<file path="config.mk">
export PLATFORM = sky130hd
export DESIGN_NAME = converter
export DESIGN_NICKNAME = d
export VERILOG_FILES = /design/src/rtl/converter_pkg.sv /design/src/rtl/float_pack.sv /design/src/rtl/converter.sv
export SDC_FILE = /design/constraint.sdc
export NUM_CORES = 1
export LEC_CHECK = 0
export BUFFER_PORTS_ARGS = -buffer_cell sky130_fd_sc_hd__buf_2
export CAP_MARGIN = 20
export CORE_ASPECT_RATIO = 1.5
export CORE_MARGIN = 8
export CORE_UTILIZATION = 53
export CTS_BUF_LIST = sky130_fd_sc_hd__clkbuf_2
export CTS_CLUSTER_DIAMETER = 200
export DETAILED_ROUTE_END_ITERATION = 12
export PLACE_DENSITY = 0.85
export SETUP_SLACK_MARGIN = 0.1
export SLEW_MARGIN = 20
export SYNTH_ARGS = -nofsm -noshare
export SYNTH_HDL_FRONTEND = slang
export SYNTH_SLANG_ARGS = --single-unit
</file>
<file path="constraint.sdc">
create_clock -name clk -period 3.6 [get_ports clk]
set_clock_uncertainty 0.2 [all_clocks]
set_input_delay 0.36 -clock clk [delete_from_list [all_inputs] [get_ports clk]]
set_output_delay 0.36 -clock clk [all_outputs]
set_load 0.02 [all_outputs]
</file>
<file path="src/rtl/converter_pkg.sv">
// Shared constants and types for the fixed-point to IEEE-754 single converter.
// Holds field widths, the exponent bias and the converter FSM state encoding.
package converter_pkg;

    localparam int FLOAT_BIAS = 127;
    localparam int EXP_W      = 8;
    localparam int FRAC_W     = 23;
    localparam int FIX_W      = 32;

    // A magnitude normalized so that bit FIX_W-1 is set has weight
    // 2^(FIX_W-1), so the biased exponent starts from this offset.
    localparam int E_OFFS = FLOAT_BIAS + FIX_W - 1;

    typedef enum logic [1:0] {
        IDLE,
        NORM,
        PACK
    } state_e;

endpackage

</file>
<file path="src/rtl/float_pack.sv">
// Combinational packer: builds the IEEE-754 single word from sign, zero flag,
// biased exponent and normalized fraction, with overflow and underflow handling.
//   sign_i  : result sign
//   zero_i  : operand magnitude was zero (forces +0.0)
//   e_i     : 10-bit signed biased exponent
//   mag_i   : normalized magnitude below the leading one, truncated to 23 bits
//   float_o : packed {sign, exp, frac}
module float_pack
    import converter_pkg::*;
(
    input  logic                    sign_i,
    input  logic                    zero_i,
    input  logic signed [9:0]       e_i,
    input  logic [FRAC_W-1:0]       mag_i,
    output logic [FIX_W-1:0]        float_o
);

    always_comb begin
        float_o = '0;
        if (zero_i) begin
            float_o = '0;
        end else if (e_i >= 10'sd255) begin
            float_o = {sign_i, {EXP_W{1'b1}}, {FRAC_W{1'b0}}};
        end else if (e_i <= 10'sd0) begin
            // No denormals: anything below the normal range becomes signed zero.
            float_o = {sign_i, {(FIX_W-1){1'b0}}};
        end else begin
            float_o = {sign_i, e_i[EXP_W-1:0], mag_i};
        end
    end

endmodule

</file>
<file path="src/rtl/converter.sv">
// Multi-cycle converter from scaled two's-complement fixed point to IEEE-754
// single: value = fixed * 2^exp_in, normalized one bit per cycle.
//   clk, reset : clock, synchronous active-high reset
//   fixed      : two's-complement mantissa
//   exp_in     : signed power-of-two scale
//   load_new   : start pulse, restarts any conversion in progress
//   float      : registered result, held between conversions
//   done       : one-cycle pulse with each float update
module converter
    import converter_pkg::*;
(
    input  logic                clk,
    input  logic                reset,
    input  logic [FIX_W-1:0]    fixed,
    input  logic [EXP_W-1:0]    exp_in,
    input  logic                load_new,
    output logic [FIX_W-1:0]    float,
    output logic                done
);

    state_e             state_q, state_d;
    logic [FIX_W-1:0]   mag_q, mag_d;
    logic [5:0]         n_q, n_d;
    logic signed [9:0]  scale_q, scale_d;
    logic               sign_q, sign_d;
    logic               zero_q, zero_d;
    logic [FIX_W-1:0]   float_q, float_d;
    logic               done_q, done_d;

    logic [FIX_W-1:0]   abs_w;
    logic signed [9:0]  e_w;
    logic [FIX_W-1:0]   pack_w;

    // Negating 0x80000000 wraps back to 0x80000000, which read as unsigned
    // is exactly 2^31, so no special case is needed.
    assign abs_w = fixed[FIX_W-1] ? (~fixed + 32'd1) : fixed;

    assign e_w = 10'(E_OFFS) - $signed({4'd0, n_q}) + scale_q;

    float_pack u_pack (
        .sign_i  (sign_q),
        .zero_i  (zero_q),
        .e_i     (e_w),
        .mag_i   (mag_q[FIX_W-2:FIX_W-1-FRAC_W]),
        .float_o (pack_w)
    );

    always_comb begin
        state_d = state_q;
        mag_d   = mag_q;
        n_d     = n_q;
        scale_d = scale_q;
        sign_d  = sign_q;
        zero_d  = zero_q;
        float_d = float_q;
        done_d  = 1'b0;

        if (load_new) begin
            sign_d  = fixed[FIX_W-1];
            mag_d   = abs_w;
            scale_d = {{2{exp_in[EXP_W-1]}}, exp_in};
            n_d     = '0;
            zero_d  = 1'b0;
            state_d = NORM;
        end else begin
            case (state_q)
                NORM: begin
                    if (mag_q == '0) begin
                        zero_d  = 1'b1;
                        state_d = PACK;
                    end else if (mag_q[FIX_W-1]) begin
                        state_d = PACK;
                    end else begin
                        mag_d = mag_q << 1;
                        n_d   = n_q + 6'd1;
                    end
                end
                PACK: begin
                    float_d = pack_w;
                    done_d  = 1'b1;
                    state_d = IDLE;
                end
                default: begin
                    state_d = IDLE;
                end
            endcase
        end
    end

    always_ff @(posedge clk) begin
        if (reset) begin
            state_q <= IDLE;
            mag_q   <= '0;
            n_q     <= '0;
            scale_q <= '0;
            sign_q  <= 1'b0;
            zero_q  <= 1'b0;
            float_q <= '0;
            done_q  <= 1'b0;
        end else begin
            state_q <= state_d;
            mag_q   <= mag_d;
            n_q     <= n_d;
            scale_q <= scale_d;
            sign_q  <= sign_d;
            zero_q  <= zero_d;
            float_q <= float_d;
            done_q  <= done_d;
        end
    end

    assign float = float_q;
    assign done  = done_q;

endmodule

</file>
After elaboration in Yosys (flattened, before gate mapping)
Index checks and enable logic that the tools add are counted.
- register bits after elaboration: 83
- input bits: 43
- output and inout bits: 33
- logic and storage cells: 49
- add/sub/neg operators: 4
- order comparisons: 2
- equal/unequal tests: 5
- mux-type cells: 13
- bitwise operators: 5
- reductions and logical operators: 10
- operator list (operator ; count):
    32-bit two-way mux ; 6
    31-bit two-way mux ; 2
    32-bit by 1-bit adder with 32-bit output, second input constant ; 1
    32-bit zero test ; 1
    32-bit NOT ; 1
    9-bit by 8-bit adder with 10-bit output ; 1
    10-bit by 9-bit greater-or-equal comparator with 1-bit output, second input constant ; 1
    10-bit by 1-bit less-or-equal comparator with 1-bit output, second input constant ; 1
    8-bit by 6-bit subtractor with 9-bit output, first input constant ; 1
    6-bit by 1-bit adder with 6-bit output, second input constant ; 1
    2-bit AND reduction ; 3
    3-bit AND reduction ; 2
    2-bit two-way mux ; 2
    2-bit != test, second input constant ; 2
    4-bit != test, second input constant ; 1
    1-bit NOT ; 4
    2-bit nonzero test ; 2
    1-bit two-way mux ; 3
    3-bit OR reduction ; 1
    2-bit by 1-bit equality test with 1-bit output, second input constant ; 1
    2-bit equality test, second input constant ; 1
    2-bit OR reduction ; 1

Depth between registers and ports, before layout
- depth after elaboration: 6
- mapped depth: 13
- gate-level depth less buffers: 11

Cells and area by module
Synthesis repeated with hierarchy kept, for this count alone.
- cells, all modules: 623
- area, all modules: 5107.4 um^2
- modules (own cells, without submodules) (module ; times used ; cells each ; area each (um^2) ; sequential area each (um^2)):
    converter ; 1 ; 549 ; 4524.3 ; 1661.6
    float_pack ; 1 ; 74 ; 583.1 ; 0.0

Least setup slack after synthesis
OpenSTA, ideal clock, no wires.
- path kind: register -> register
- start: register n_q[0]
- end: register float_q[10], in the netlist float[10]
- setup time: 117 ps
- arrival: 3098 ps
- data required time: 3283 ps
- path slack: 185 ps
- stages on the path, launching flop included: 14
- path buffers: 2
- period minus slack after synthesis: 3415 ps
- cells stage by stage: dfxtp_1 -> ha_1 -> nand3_1 -> xor2_1 -> ha_1 -> o211ai_1 -> o21ai_2 -> xor2_1 -> or4_1 -> or3_4 -> and4_4 -> buf_6 -> buf_8 -> a22o_1
- word-level cells in the longest chain between the ends: 6
- elaborated cells between the ends (all ways): 7
- those cells by class: add/sub: 2; order compare: 2; mux: 3
- ends and longest elaborated chain (item ; line ; RTL):
    start: declaration ; converter.sv:23 ; logic [5:0] n_q, n_d;
    start signal: assignment ; converter.sv:103 ; n_q <= n_d;
    8-bit by 6-bit subtractor with 9-bit output * ; converter.sv:38 ; assign e_w = 10'(E_OFFS) - $signed({4'd0, n_q}) + scale_q;
    9-bit by 8-bit adder with 10-bit output * ; converter.sv:38 ;
    10-bit by 1-bit less-or-equal comparator with 1-bit output ; float_pack.sv:24 ; end else if (e_i <= 10'sd0) begin
    31-bit two-way mux ; float_pack.sv:24 ;
    31-bit two-way mux * ; float_pack.sv:22 ; end else if (e_i >= 10'sd255) begin
    32-bit two-way mux * ; float_pack.sv:20 ; if (zero_i) begin
    end signal: assignment ; converter.sv:107 ; float_q <= float_d;
    end: declaration ; converter.sv:27 ; logic [FIX_W-1:0] float_q, float_d;
Mark *: on every way between the ends. The rest lies on a longest branch, timed or not.
A chain may end at the register's enable or synchronous reset.

Worst setup path after layout
- start: register n_q[0]
- end: register float_q[11], in the netlist float[11]
Same word-level chain as after synthesis.

==> flow_summary.ini <==
[sta]
period_share_pct = 93.4
hold_viol = 0
finalCriticalPeriod_ps = 3360
maxSlewViolCount = 0
max_slew_margin_pct = 44.3
max_freq_mhz = 297
whs_ps = 22.5
finalSetupTns_ps = 0
rsz0062_at_grt = false
setup-violations-final = 0
worstMarginPinSlew_ps = 835

[critical_path]
crit_fanout = 11
endpoint_kind = flip-flop
rr_startpoint = n_q[0]$_SDFFE_PP0P_
cp-start-kind = flip-flop
rrSetupSlack_ps = 240
worstPathArrival_ps = 3610
worstReg2RegEnd = float[11]$_SDFFE_PP0P_
path_class = reg2reg
r2r_cells = 11
worstPathRequired_ps = 3850

[power_and_ir_drop]
p_switching_uw = 523
p_total_mw = 1.72
clkPwrFrac_pct = 22.9
seqPwrFrac_pct = 57.9
switching_share_pct = 30.4
combPwrFrac_pct = 19.2
p_per_area_nw_per_um2 = 330
ir_drop_mv = 0.161
p_int_mw = 1.20
p_leak_nw = 2.20

[place]
hpwl_mm = 8.07
numPortBuffers = 75
routabilityCongestion = 0.877

[route]
wl_met2_mm = 5.94
dr.pass1.iters = 5
wl_met1_mm = 4.51
drcViolationCount = 0
drt_iter0_drc = 151
via_per_inst = 5.89
wl_met3_um = 542
highest_layer = met4
ant_nets = 0
vias = 4086
wirelength_mm = 11.4
routedWlPerCell_um = 16.4

[die]
core_sq_um = 8010
start_util_pct = 54.4
ioPinCount = 76
die_y_um = 127
die_w_um = 90.0
num_rows = 40
die_area_sq_um = 11400

[layout]
final_nets = 638
final_common_cell = dfxtp_1
layout.cells.most_common_list = dfxtp_1, buf_2, nor2_1, dlygate4sd3_1, a21oi_1
drive_gt1_share_pct = 19.9
area_growth_pct = 19.9
register_area_sq_um = 1670
multi_input_area_sq_um = 2570
fill_cells = 681

[synthesis]
synth.distinct_cells = 56
yosys_warnings = 0
synthCells = 485
yosysSeqAreaShare_pct = 38.2
synth_edf_count = 0
synth_area_per_cell_sq_um = 8.98
netlist_area_sq_um = 4350
syn-num-nets = 540
ys_seq_elements = 83
synthFlopType = dfxtp_1
async_flop_share_pct = 0

[min_path]
hold_class = in2reg
hold_depth = 3
whs_endpoint = mag_q[10]$_SDFFE_PP0P_
hp-start = fixed[10]

[grt]
grt_max_degree = 64
grt_pass1_vias = 3954
grt_pass1_wl_mm = 18.1
grt-ovfl-total = 0
grt_use_total_pct = 19.0
antenna_found_initial = 1

[clock_tree]
clk_latency_ps = 540
cts-root-buf = clkbuf_2
cts.sinks = 83
htreeDepth = 3
cts_buffers = 9
clockBufferDepth = 2
clk_pin_slew_ps = 210
tritoncts = yes

[status]
run_status = completed

[run]
drv_cap = 0
## logic make-up (layout without fill, tap and decap cells)
kind of cell               count (synthesis)  in the layout  share of synthesized area (%)
AOI/OAI and AO/OA                        133            133                           22.2
xor gates and xnor gates                  39             39                           7.85
adders and majority gates                 12             12                           3.62
buffers and inverters                     36            137                           3.85
DFF                                       83             83                           38.2
muxes                                     26             26                           6.32
other                                      0              1                              0
and+or+nand+nor                          156            158                           18.0
## what timing repair did
item	4_1_cts	5_1_grt
gates resized for setup	2	8
hold buffers	30	0
setup buffers	1	3
setup endpoints to repair	23	25
endpoints found under the hold margin	37	0
pin swaps	2	2
cloned	0	2
## cell type report
class,count,share of cell area [%]
Tap cell,105,2.52
Multi-Input combinational cell,368,49.2
Sequential cell,83,32.0
Inverter,8,0.575
Timing Repair Buffer,113,14.1
Antenna cell,1,0.0480
Clock inverter,6,0.623
Clock buffer,10,0.959
## routing by layer
layer  vias to the layer above  track usage [%]
met2                       143             34.8
met3                        33             3.93
li1                       2002                -
met1                      1908             19.6
met5                         -                0
met4                         0             10.9
## sequential cells by signal, summed over array words and instances (netlist names)
register / cells
zero_q: 1
n_q: 6
done: 1
float: 32
scale_q: 8
state_q: 2
mag_q: 32
sign_q: 1
## cell usage after synthesis (2+ instances only)
| library cell | instances | area [sq um] |
|---|---|---|
| dfxtp_1 | 83 | 1660 |
| nor2_1 | 61 | 229 |
| a21oi_1 | 25 | 125 |
| a22o_1 | 23 | 201 |
| xor2_1 | 23 | 201 |
| clkbuf_1 | 22 | 82.6 |
| nand2_1 | 21 | 78.8 |
| a211oi_1 | 19 | 143 |
| xnor2_1 | 16 | 140 |
| nor3_1 | 15 | 75.1 |
| mux2i_1 | 14 | 140 |
| or3_1 | 12 | 75.1 |
| ha_1 | 11 | 138 |
| nor4_1 | 10 | 62.6 |
| a221oi_1 | 9 | 78.8 |
| mux2_1 | 8 | 90.1 |
| o21ai_0 | 8 | 40.0 |
| o31ai_1 | 8 | 60.1 |
| inv_1 | 7 | 26.3 |
| nand3_1 | 7 | 35.0 |
| o21ai_1 | 7 | 35.0 |
| nand2b_1 | 6 | 37.5 |
| a22oi_1 | 5 | 37.5 |
| nor3b_1 | 5 | 37.5 |
| o211ai_1 | 5 | 37.5 |
| a31oi_1 | 4 | 25.0 |
| mux2_2 | 4 | 45.0 |
| nand4_1 | 4 | 25.0 |
| a32oi_1 | 3 | 26.3 |
| and3_1 | 3 | 18.8 |
| o22ai_1 | 3 | 18.8 |
| o41ai_1 | 3 | 26.3 |
| or4_1 | 3 | 22.5 |
| a221o_1 | 2 | 20.0 |
| buf_2 | 2 | 10.0 |
| buf_8 | 2 | 30.0 |
| nor2b_1 | 2 | 12.5 |
| or2_2 | 2 | 12.5 |
## worst max-delay path by stage
stage	start	endpoint	cells after the start
after floorplan	n_q[0]$_SDFFE_PP0P_	float[10]$_SDFFE_PP0P_	13
after global placement	n_q[0]$_SDFFE_PP0P_	float[4]$_SDFFE_PP0P_	11
after detailed placement	n_q[0]$_SDFFE_PP0P_	float[22]$_SDFFE_PP0P_	11
after CTS	n_q[0]$_SDFFE_PP0P_	float[10]$_SDFFE_PP0P_	11
after global routing	n_q[0]$_SDFFE_PP0P_	float[22]$_SDFFE_PP0P_	11
final	n_q[0]$_SDFFE_PP0P_	float[11]$_SDFFE_PP0P_	11
## power groups by stage
stage | Clock (mW) | Sequential, mW | Combinational (mW)
2_1_floorplan | 0 | 1.00 | 0.215
3_3_place_gp | 0 | 1.01 | 0.283
3_5_place_dp | 0 | 1.02 | 0.293
4_1_cts | 0.400 | 0.997 | 0.320
5_1_grt | 0.441 | 1.00 | 0.362
6_report | 0.395 | 0.997 | 0.330
## per-stage QoR
stage / utilization, % / setup slack, ps / instances / area, sq um
2_1_floorplan: - / 185 / 485 / 4350
5_1_grt: 65.2 / 87.7 / 694 / 5220
3_5_place_dp: 59.3 / 57.1 / 641 / 4750
3_3_place_gp: 59.3 / 176 / 641 / 4750
4_1_cts: 64.3 / 118 / 688 / 5150
6_report: 65.2 / 236 / 694 / 5220
## worst max-delay path, stage by stage, from the launching register on
cell	delay (ps)
dfxtp_4	420
ha_4	160
nand3_2	100
xor2_1	170
ha_1	340
o211ai_1	150
o21ai_2	230
xor2_1	120
or4_1	530
or3_4	390
and4_4	220
a22o_1	230
(Power assumes the default switching activity.)
